### config.mk
export PLATFORM = sky130hd
export DESIGN_NAME = rv32im_muldiv
export DESIGN_NICKNAME = d
export VERILOG_FILES = /design/src/rtl/rv32im_muldiv_pkg.sv /design/src/rtl/rv32im_muldiv_negate.sv /design/src/rtl/rv32im_muldiv.sv
export SDC_FILE = /design/constraint.sdc
export NUM_CORES = 1
export LEC_CHECK = 0
export BUFFER_PORTS_ARGS = -buffer_cell sky130_fd_sc_hd__buf_4
export CORE_MARGIN = 2
export CORE_UTILIZATION = 55
export DETAILED_ROUTE_END_ITERATION = 7
export PLACE_DENSITY = 0.73
export SLEW_MARGIN = 20
export SYNTH_ARGS = -nofsm -noshare
export SYNTH_HDL_FRONTEND = slang
export SYNTH_SLANG_ARGS = --single-unit
### constraint.sdc
create_clock -name clk_i -period 6.7 [get_ports clk_i]
set_input_delay 0.335 -clock clk_i [delete_from_list [all_inputs] [get_ports clk_i]]
set_output_delay 0.335 -clock clk_i [all_outputs]
set_load 0.05 [all_outputs]
### src/rtl/rv32im_muldiv_pkg.sv
// ---------------------------------------------------------------------------
// rv32im_muldiv_pkg
//   Shared definitions for the RV32M multiply/divide unit: funct3 operation
//   codes, FSM state encodings and small decode helpers used on request
//   capture.
// ---------------------------------------------------------------------------
package rv32im_muldiv_pkg;

  localparam int MULDIV_OP_WIDTH = 3;

  // RISC-V funct3 encodings for the M extension
  typedef enum logic [MULDIV_OP_WIDTH-1:0] {
    MULDIV_OP_MUL    = 3'b000,
    MULDIV_OP_MULH   = 3'b001,
    MULDIV_OP_MULHSU = 3'b010,
    MULDIV_OP_MULHU  = 3'b011,
    MULDIV_OP_DIV    = 3'b100,
    MULDIV_OP_DIVU   = 3'b101,
    MULDIV_OP_REM    = 3'b110,
    MULDIV_OP_REMU   = 3'b111
  } muldiv_op_e;

  typedef enum logic [1:0] {
    MULDIV_ST_IDLE = 2'b00,
    MULDIV_ST_CALC = 2'b01,
    MULDIV_ST_DONE = 2'b10
  } muldiv_state_e;

  // funct3[2] separates the divide family from the multiply family
  function automatic logic op_is_div(input muldiv_op_e op);
    logic [MULDIV_OP_WIDTH-1:0] code;
    code = op;
    return code[2];
  endfunction

  // Within the divide family funct3[1] selects the remainder
  function automatic logic op_is_rem(input muldiv_op_e op);
    logic [MULDIV_OP_WIDTH-1:0] code;
    code = op;
    return code[2] & code[1];
  endfunction

  function automatic logic op1_is_signed(input muldiv_op_e op);
    return (op == MULDIV_OP_MUL)    || (op == MULDIV_OP_MULH) ||
           (op == MULDIV_OP_MULHSU) || (op == MULDIV_OP_DIV)  ||
           (op == MULDIV_OP_REM);
  endfunction

  function automatic logic op2_is_signed(input muldiv_op_e op);
    return (op == MULDIV_OP_MUL) || (op == MULDIV_OP_MULH) ||
           (op == MULDIV_OP_DIV) || (op == MULDIV_OP_REM);
  endfunction

endpackage

### src/rtl/rv32im_muldiv_negate.sv
// ---------------------------------------------------------------------------
// rv32im_muldiv_negate
//   Combinational conditional two's-complement. Used to take absolute values
//   of operands on capture and to restore the sign of results.
//   Ports:
//     neg      in  1      negate when high, pass through when low
//     data_in  in  WIDTH  value
//     data_out out WIDTH  neg ? -data_in : data_in (modulo 2^WIDTH)
// ---------------------------------------------------------------------------
module rv32im_muldiv_negate
  import rv32im_muldiv_pkg::*;
#(
  parameter int WIDTH = 32
) (
  input  logic             neg,
  input  logic [WIDTH-1:0] data_in,
  output logic [WIDTH-1:0] data_out
);

  // Wraps modulo 2^WIDTH, so the most negative value maps onto itself
  assign data_out = neg ? (~data_in + WIDTH'(1)) : data_in;

endmodule

### src/rtl/rv32im_muldiv.sv
// ---------------------------------------------------------------------------
// rv32im_muldiv
//   Multi-cycle RV32M execution unit: radix-2 shift-add multiply and
//   restoring shift-subtract divide on operand magnitudes, with the sign
//   applied on the final iteration. Division by zero and signed overflow
//   bypass the iteration and respond the cycle after the accept.
//   Ports:
//     clk_i         in  1           rising-edge clock
//     rst_ni        in  1           asynchronous active-low reset
//     req_valid_i   in  1           request present
//     req_ready_o   out 1           unit idle, can accept a request
//     req_op_i      in  3           funct3 (MUL..REMU)
//     req_op1_i     in  DATA_WIDTH  rs1 value
//     req_op2_i     in  DATA_WIDTH  rs2 value
//     flush_i       in  1           abort any in-flight operation
//     resp_valid_o  out 1           result available
//     resp_ready_i  in  1           consumer takes result
//     resp_data_o   out DATA_WIDTH  result
//     busy_o        out 1           unit not idle
// ---------------------------------------------------------------------------
module rv32im_muldiv
  import rv32im_muldiv_pkg::*;
#(
  parameter int DATA_WIDTH = 32,
  parameter int CNT_WIDTH  = 5
) (
  input  logic                       clk_i,
  input  logic                       rst_ni,
  input  logic                       req_valid_i,
  output logic                       req_ready_o,
  input  logic [MULDIV_OP_WIDTH-1:0] req_op_i,
  input  logic [DATA_WIDTH-1:0]      req_op1_i,
  input  logic [DATA_WIDTH-1:0]      req_op2_i,
  input  logic                       flush_i,
  output logic                       resp_valid_o,
  input  logic                       resp_ready_i,
  output logic [DATA_WIDTH-1:0]      resp_data_o,
  output logic                       busy_o
);

  localparam int                   W        = DATA_WIDTH;
  localparam logic [CNT_WIDTH-1:0] CNT_LAST = CNT_WIDTH'(DATA_WIDTH - 1);
  localparam logic [CNT_WIDTH-1:0] CNT_ONE  = CNT_WIDTH'(1);
  localparam logic [W-1:0]         INT_MIN  = {1'b1, {(W-1){1'b0}}};

  muldiv_state_e       state;
  logic [CNT_WIDTH-1:0] cnt;
  muldiv_op_e          op_q;
  logic [W-1:0]        mcand_q;   // |op2|: multiplicand or divisor
  logic [2*W-1:0]      acc_q;     // mul: {high, multiplier}, div: {rem, quo}
  logic                sgn_q;     // product / quotient sign
  logic                rsgn_q;    // remainder sign
  logic [W-1:0]        resp_data_q;

  // ---------------------------------------------------------------------
  // Request decode and operand magnitudes
  // ---------------------------------------------------------------------
  muldiv_op_e          req_op;
  logic signed [W-1:0] op1_s;
  logic signed [W-1:0] op2_s;
  logic                s1;
  logic                s2;
  logic [W-1:0]        abs1;
  logic [W-1:0]        abs2;
  logic                accept;
  logic                div_zero;
  logic                div_ovf;
  logic [W-1:0]        fast_data;

  assign req_op = muldiv_op_e'(req_op_i);
  assign op1_s  = req_op1_i;
  assign op2_s  = req_op2_i;
  assign s1     = op1_is_signed(req_op) && (op1_s < 0);
  assign s2     = op2_is_signed(req_op) && (op2_s < 0);

  assign req_ready_o  = (state == MULDIV_ST_IDLE);
  assign resp_valid_o = (state == MULDIV_ST_DONE);
  assign busy_o       = (state != MULDIV_ST_IDLE);
  assign resp_data_o  = resp_data_q;

  assign accept = req_valid_i & req_ready_o & ~flush_i;

  rv32im_muldiv_negate #(.WIDTH(W)) u_neg_op1 (
    .neg      (s1),
    .data_in  (req_op1_i),
    .data_out (abs1)
  );

  rv32im_muldiv_negate #(.WIDTH(W)) u_neg_op2 (
    .neg      (s2),
    .data_in  (req_op2_i),
    .data_out (abs2)
  );

  // Cases the iterative divider cannot produce with ISA-correct results
  assign div_zero = op_is_div(req_op) && (req_op2_i == '0);
  assign div_ovf  = ((req_op == MULDIV_OP_DIV) || (req_op == MULDIV_OP_REM)) &&
                    (req_op1_i == INT_MIN) && (req_op2_i == '1);

  always_comb begin
    fast_data = '0;
    if (div_zero) begin
      fast_data = op_is_rem(req_op) ? req_op1_i : '1;
    end else if (div_ovf) begin
      fast_data = op_is_rem(req_op) ? '0 : INT_MIN;
    end
  end

  // ---------------------------------------------------------------------
  // One iteration step for each datapath
  // ---------------------------------------------------------------------
  logic [W:0]     mul_sum;
  logic [2*W-1:0] mul_next;
  logic [W:0]     div_shift;
  logic [W:0]     div_diff;
  logic           div_ge;
  logic [2*W-1:0] div_next;

  // Add the multiplicand when the current multiplier bit is set, then shift
  // the {carry, high, multiplier} word right by one.
  assign mul_sum  = {1'b0, acc_q[2*W-1:W]} + {1'b0, (acc_q[0] ? mcand_q : '0)};
  assign mul_next = {mul_sum, acc_q[W-1:1]};

  // Shift the next dividend bit into the partial remainder and try to
  // subtract; a borrow in bit W means the divisor did not fit.
  assign div_shift = acc_q[2*W-1:W-1];
  assign div_diff  = div_shift - {1'b0, mcand_q};
  assign div_ge    = ~div_diff[W];
  assign div_next  = {(div_ge ? div_diff[W-1:0] : div_shift[W-1:0]),
                      acc_q[W-2:0], div_ge};

  // ---------------------------------------------------------------------
  // Sign correction of the final iteration's result
  // ---------------------------------------------------------------------
  logic [2*W-1:0] prod_fix;
  logic [W-1:0]   quo_fix;
  logic [W-1:0]   rem_fix;
  logic [W-1:0]   result;

  rv32im_muldiv_negate #(.WIDTH(2*W)) u_neg_prod (
    .neg      (sgn_q),
    .data_in  (mul_next),
    .data_out (prod_fix)
  );

  rv32im_muldiv_negate #(.WIDTH(W)) u_neg_quo (
    .neg      (sgn_q),
    .data_in  (div_next[W-1:0]),
    .data_out (quo_fix)
  );

  rv32im_muldiv_negate #(.WIDTH(W)) u_neg_rem (
    .neg      (rsgn_q),
    .data_in  (div_next[2*W-1:W]),
    .data_out (rem_fix)
  );

  always_comb begin
    result = '0;
    case (op_q)
      MULDIV_OP_MUL:                     result = prod_fix[W-1:0];
      MULDIV_OP_MULH, MULDIV_OP_MULHSU,
      MULDIV_OP_MULHU:                   result = prod_fix[2*W-1:W];
      MULDIV_OP_DIV, MULDIV_OP_DIVU:     result = quo_fix;
      MULDIV_OP_REM, MULDIV_OP_REMU:     result = rem_fix;
      default:                           result = '0;
    endcase
  end

  // ---------------------------------------------------------------------
  // Control FSM and datapath registers
  // ---------------------------------------------------------------------
  always_ff @(posedge clk_i or negedge rst_ni) begin
    if (!rst_ni) begin
      state       <= MULDIV_ST_IDLE;
      cnt         <= '0;
      op_q        <= MULDIV_OP_MUL;
      mcand_q     <= '0;
      acc_q       <= '0;
      sgn_q       <= 1'b0;
      rsgn_q      <= 1'b0;
      resp_data_q <= '0;
    end else if (flush_i) begin
      // Abort wins over accept and over the response handshake
      state <= MULDIV_ST_IDLE;
      cnt   <= '0;
    end else begin
      case (state)
        MULDIV_ST_IDLE: begin
          if (accept) begin
            op_q    <= req_op;
            mcand_q <= abs2;
            acc_q   <= {{W{1'b0}}, abs1};
            sgn_q   <= s1 ^ s2;
            rsgn_q  <= s1;
            cnt     <= CNT_LAST;
            if (div_zero || div_ovf) begin
              state       <= MULDIV_ST_DONE;
              resp_data_q <= fast_data;
            end else begin
              state <= MULDIV_ST_CALC;
            end
          end
        end

        MULDIV_ST_CALC: begin
          acc_q <= op_is_div(op_q) ? div_next : mul_next;
          if (cnt == '0) begin
            state       <= MULDIV_ST_DONE;
            resp_data_q <= result;
          end else begin
            cnt <= cnt - CNT_ONE;
          end
        end

        MULDIV_ST_DONE: begin
          if (resp_ready_i) begin
            state <= MULDIV_ST_IDLE;
          end
        end

        default: state <= MULDIV_ST_IDLE;
      endcase
    end
  end

endmodule

==> results of run 1 <==
## metal layers
| metal | up-vias | track usage (%) |
|---|---|---|
| met3 | 153 | 8.18 |
| li1 | 8358 | - |
| met5 | - | 0 |
| met2 | 989 | 58.9 |
| met4 | 2 | 14.7 |
| met1 | 8600 | 52.7 |
## worst paths after layout
check | from | to | slack, ns | cells after the start
min in group asynchronous | rst_ni | acc_q[6] | 0.48 | 2
max in group asynchronous | rst_ni | op_q[2] | 4.72 | 3
max | acc_q[31] | resp_data_o[30] | 0.77 | 22
min reg2reg | mcand_q[24] | mcand_q[24] | 0.48 | 2
min | req_op_i[1] | op_q[1] | 0.09 | 3
max reg2reg | acc_q[31] | resp_data_o[30] | 0.77 | 22
## cell usage in the layout (no fill, tap or decap), types with 67 or more instances in the layout
master | synthesis | final
ha_1 | 72 | 72
xnor2_1 | 102 | 102
inv_1 | 68 | 68
o21ai_0 | 279 | 279
dfrtp_1 | 140 | 138
mux2i_1 | 75 | 75
nor3_1 | 68 | 67
nor2_1 | 210 | 209
nand2_1 | 303 | 303
xor2_1 | 102 | 102
a21oi_1 | 160 | 160
buf_4 | 3 | 132
## power breakdown
part / internal (mW) / total [mW] / switching [mW]
clock network: 0.527 / 0.986 / 0.459
registers: 1.18 / 1.76 / 0.582
logic: 2.99 / 8.49 / 5.51
## stage by stage
stage / cell area [sq um] / power, mW / util [%]
after floorplan: 16800 / 7.72 / -
after global placement: 17600 / 9.89 / 58.1
after detailed placement: 17600 / 9.95 / 58.1
after CTS: 18200 / 11.0 / 60.0
after global routing: 18200 / 11.9 / 60.0
final: 18200 / 11.2 / 60.0
## registers in the layout, summed over array words and instances, names as in the netlist
register / flops
sgn_q: 1
resp_data_o: 32
cnt: 5
state: 2
rsgn_q: 1
op_q: 3
mcand_q: 32
acc_q: 64
## worst max-delay path, delay by kind of cell, from the launching register on
| kind | cells | cell delay [ns] |
|---|---|---|
| compound gates | 7 | 2.12 |
| simple gates | 6 | 1.43 |
| fa+ha+maj | 3 | 0.86 |
| flops | 1 | 0.49 |
| buf+inv | 4 | 0.45 |
| mux | 1 | 0.32 |
| xor+xnor | 1 | 0.17 |
## cells by family (layout without fill, tap and decap cells)
kind of cell / count (synthesis) / count (layout) / share of synthesized area (%)
DFF: 140 / 140 / 20.8
xor gates and xnor gates: 204 / 204 / 10.6
AOI/OAI and AO/OA: 759 / 759 / 28.9
and+or+nand+nor: 825 / 825 / 23.2
buffers and inverters: 229 / 239 / 5.85
muxes: 83 / 83 / 5.00
adders and majority gates: 74 / 74 / 5.60
## cell type report
| cell class | count | area (sq um) |
|---|---|---|
| Clock inverter | 14 | 135 |
| Tap cell | 396 | 495 |
| Multi-Input combinational cell | 1945 | 12400 |
| Sequential cell | 140 | 3510 |
| Clock buffer | 18 | 439 |
| Fill cell | 2915 | 12100 |
| Inverter | 73 | 277 |
| Timing Repair Buffer | 134 | 1010 |
==> flow_summary.ini, run 1 <==
[cts]
cts_max_level = 4
cts_resized = 0
ctsRootBufferMaster = clkbuf_16
clock_latency_ns = 0.47
post_cts_buffers = 0
cts_buffers = 17
cts.clk_slew.worst_paths_ns = 0.07
tritoncts = built
clock-sinks = 140
clk_path_buf_depth = 2
postCtsHoldBufs = 1

[floorplan]
fp.dieW_um = 179
die_h_um = 179
start_util_pct = 55.4
fp.coreArea_sq_um = 30300
rows = 64
dieArea_sq_um = 32000
pin_count = 107

[critical_path]
setup.worst_path.start_class = flop
critPathKind = flop to flop
endpoint_kind = flop
cp.required_ns = 7.09
crit_fanout = 11
critPathArrivalTime_ns = 6.33
cp_cell_sequence = inv_1 > ha_1 > inv_1 > fa_1 > a211oi_1 > nor3_1 > o2111ai_2 > a2111oi_4 > nor3_2 > nor2_8 > inv_4 > mux2i_1 > ha_1 > inv_1 > or4_1 > nor2_1 > a41oi_1 > a2111o_1 > o31ai_1 > xnor2_1 > nand2_1 > a31oi_1
cp_slowest_cell = or4_1
crit_top_cell = inv_1
max_stage_delay_ns = 0.54

[drt]
viasPerCell = 6.66
route.detailed.drc = 0
top_layer = met5
wl_met1_um = 26100
dr.pass1.iters = 6
dr_wl_met3_um = 6090
post_drt_wl_per_cell_um = 22.9
drtAntennaViolNets = 0
wl_met2_um = 27600
num_vias = 18100
wirelength_um = 62200
drt_iter0_markers = 2203

[place]
dpl_worst_slack_ns = 0.847
dp.cells = 2687
port_buffers = 106
dp_hpwl_um = 47700
gp_congestion = 0.995

[min_path]
hold_path_class = primary input to flop

[power]
power.leakage_nw = 7.65
power_density_nw_per_um2 = 617
ir_drop_mv = 0.316

[synthesis]
netlist_instances = 2314
synth_area_sq_um = 16800
ys.flop_type = dfrtp_1
synthArstFlopShare_pct = 100
synth.most_common_cell = nand2_1
ys_warn_count = 0
synth_top_area_share_pct = 20.8
synth-seq-area-share_pct = 20.8
syn_avg_cell_area_sq_um = 7.26
synth_area_leaders = dfrtp_1, o21ai_0, nand2_1
synth_top_cell_by_area = dfrtp_1
synth_cell_types = 107
syn_nets = 2460
synth.top_cells.by_count = nand2_1, o21ai_0, nor2_1, a21oi_1, dfrtp_1
synth_edf_count = 0
synth_seq_cells = 140

[timing]
worstMarginPinSlew_ns = 1.11
fmax_ghz = 0.169
finClkSkew_ns = 0.0173
maxSlewViolCount = 0
setup_slack_ns = 0.766
setup_tns_ns = 0
fin_crit_sh_pct = 88.6
rsz0062_at_grt = false
hold_ws_ns = 0.0922
finalSetupViolCount = 0
hold_violations = 0
relSlewSlack_pct = 25.5
fin_crit_ns = 5.93

[cells_and_area]
syn_to_final_growth_pct = 8.40
finalNetCount = 2457
drive_above_1_share_pct = 10.3
insertedDiodeCount = 0
stdcell_count = 2720

[job]
cap_viol_max_count = 0

[global_route]
grt_overflow = 0
antenna_found_initial = 2
grt_max_degree = 83
track_usage_pct = 38.4
first_global_vias = 16300
grt_pass1_wl_um = 94200

[run_status]
outcome = completed
No activity file was read; power rests on OpenSTA's default activity.
==> inputs of run 2 (changes only) <==
--- a/config.mk
+++ b/config.mk
@@ -5,11 +5,12 @@
 export SDC_FILE = /design/constraint.sdc
 export NUM_CORES = 1
 export LEC_CHECK = 0
-export BUFFER_PORTS_ARGS = -buffer_cell sky130_fd_sc_hd__buf_4
+export BUFFER_PORTS_ARGS = -buffer_cell sky130_fd_sc_hd__clkbuf_2
 export CORE_MARGIN = 2
 export CORE_UTILIZATION = 55
 export DETAILED_ROUTE_END_ITERATION = 7
 export PLACE_DENSITY = 0.73
+export RECOVER_POWER = 100
 export SLEW_MARGIN = 20
 export SYNTH_ARGS = -nofsm -noshare
 export SYNTH_HDL_FRONTEND = slang
==> run 2 against run 1 <==
Effect of this change:
- the run now ends with max-capacitance violations, max-slew violations left
- sequential power decreased by 2%
- via count up 0.40%
- cell count up 0.18%
- clock skew shrank 0.0012 ns
- critical endpoint is now resp_data_o[8]
- largest power group unchanged
- highest routed layer unchanged
==> flow_summary.ini, run 2 (same netlist as run 1, synthesis figures left out) <==
[run_status]
violations = max-capacitance violations, max-slew violations
outcome = finished with violations

[cells_and_area]
seqCellArea_sq_um = 3510
largest_reg_flops = 64
multi_input_area_sq_um = 12300
layout_common_cells = nand2_1, o21ai_0, nor2_1
mostFrequentLayoutCell = nand2_1
drive_above_1_share_pct = 8.29
insertedDiodeCount = 0
fin_area_sq_um = 17900
filler_cell_count = 2926
top_register = acc_q
finalNetCount = 2462
syn_to_final_growth_pct = 6.30

[place]
placed_area_sq_um = 17400
dpl_worst_slack_ns = 0.763
gp_congestion = 1.01
dp_hpwl_um = 47400
port_buffers = 106

[floorplan]
die_h_um = 179
fp.dieW_um = 179
start_util_pct = 55.4
rows = 64
pin_count = 107
fp.coreArea_sq_um = 30300
dieArea_sq_um = 32000

[critical_path]
max_stage_delay_ns = 2.43
cp_cell_sequence = clkbuf_1 > clkinv_1 > a41oi_1 > xor2_1 > nor2_1 > a2111oi_0 > a211oi_1 > o21ai_0
endpoint_kind = flop
setup.worst_path.start_class = flop
crit_fanout = 82
cp.required_ns = 7.04
critPathKind = flop to flop
reg2reg_depth = 8
critPathArrivalTime_ns = 6.59
cp_slowest_cell = clkbuf_1

[cts]
cts_buffers = 17
tritoncts = built
post_cts_buffers = 0
clock-sinks = 140
clock_latency_ns = 0.46
cts.clk_slew.worst_paths_ns = 0.07
ctsRootBufferMaster = clkbuf_16
cts_max_level = 4
clk_path_buf_depth = 2

[global_route]
grt_overflow = 0
antenna_found_initial = 5
grt_max_degree = 83
first_global_vias = 16600
track_usage_pct = 38.1
grt_pass1_wl_um = 94100

[timing]
hold_violations = 0
worstMarginPinSlew_ns = 4.24
rsz0062_at_grt = false
setup_slack_ns = 0.449
finClkSkew_ns = 0.0161
fin_crit_sh_pct = 93.3
setup_tns_ns = 0
relSlewSlack_pct = -183
finalSetupViolCount = 0
fmax_ghz = 0.160
fin_crit_ns = 6.25
maxSlewViolCount = 356

[drt]
wirelength_um = 61800
drtAntennaViolNets = 0
route.detailed.drc = 0
drt_iter0_markers = 2271
dr.pass1.iters = 8
viasPerCell = 6.67
num_vias = 18200
post_drt_wl_per_cell_um = 22.7

[power]
ir_drop_mv = 0.372
power.leakage_nw = 7.45
power_density_nw_per_um2 = 622

[min_path]
hold_path_class = primary input to flop
hold_depth = 3

[job]
cap_viol_max_count = 5
==> run 2: changes by cell type in the layout (fill, tap and decap cells not counted), moves of 3 or more <==
| cell | delta |
|---|---|
| buf_4 | -108 |
| clkbuf_2 | +70 |
| clkbuf_1 | +44 |
| inv_6 | -3 |
| mux2_1 | +3 |
| mux2_2 | -3 |
==> run 2: stage by stage <==
| step | total power, mW | utilization, % | std cells | hold WS [ns] |
|---|---|---|---|---|
| 3_3_place_gp | 9.80 | 57.4 | 2692 | 0.402 |
| 4_1_cts | 10.9 | 59.3 | 2725 | 0.106 |
| 6_report | 11.1 | 58.9 | 2725 | 0.123 |
| 5_1_grt | 11.8 | 58.9 | 2725 | 0.143 |
| 3_5_place_dp | 9.88 | 57.4 | 2692 | 0.405 |
| 2_1_floorplan | 7.72 | - | 2314 | 0.0394 |
==> run 2: path summary, 6_finish.rpt <==
check	from	end	slack, ns
setup / recovery	sgn_q	resp_data_o[8]	0.45
hold / removal	req_op_i[1]	op_q[1]	0.12
setup reg to reg	sgn_q	resp_data_o[8]	0.45
hold reg to reg	mcand_q[15]	mcand_q[15]	0.48
max in group asynchronous	rst_ni	resp_data_o[25]	1.29
min in group asynchronous	rst_ni	acc_q[5]	1.90
==> run 2: final cells by class <==
cell class                 count  area share, %
inverter                      73           1.55
timing repair buffer         139           3.95
clock inverter                13          0.651
multi-input combinational   1945           68.9
clock buffer                  19           2.53
sequential                   140           19.6
tap                          396           2.77
==> run 2: metal layers <==
layer / track usage (%) / vias to the layer above / wire (um)
li1: - / 8368 / -
met1: 52.6 / 8622 / 26400
met2: 59.2 / 1026 / 27500
met3: 6.96 / 157 / 5600
met4: 14.2 / 2 / 2270
met5: 0 / - / 11
==> run 2: power by group <==
group	leakage [nW]	total (mW)	switching [mW]	internal, mW
clock	0.264	0.960	0.431	0.530
sequential	1.77	1.72	0.536	1.18
combinational	5.42	8.44	5.54	2.90
==> run 2: critical path: cells and delay by family, from the launching register on <==
family                    cells  cell delay [ns]
AOI/OAI and AO/OA             4             1.18
xor gates and xnor gates      1             0.26
DFF                           1             0.34
buffers and inverters         2             4.25
and+or+nand+nor               1             0.06
==> run 2: timing repair <==
| item | CTS | global route |
|---|---|---|
| gates resized for setup | 0 | 0 |
| hold buffers | 1 | 0 |
| endpoints found under the hold margin | 69 | 0 |
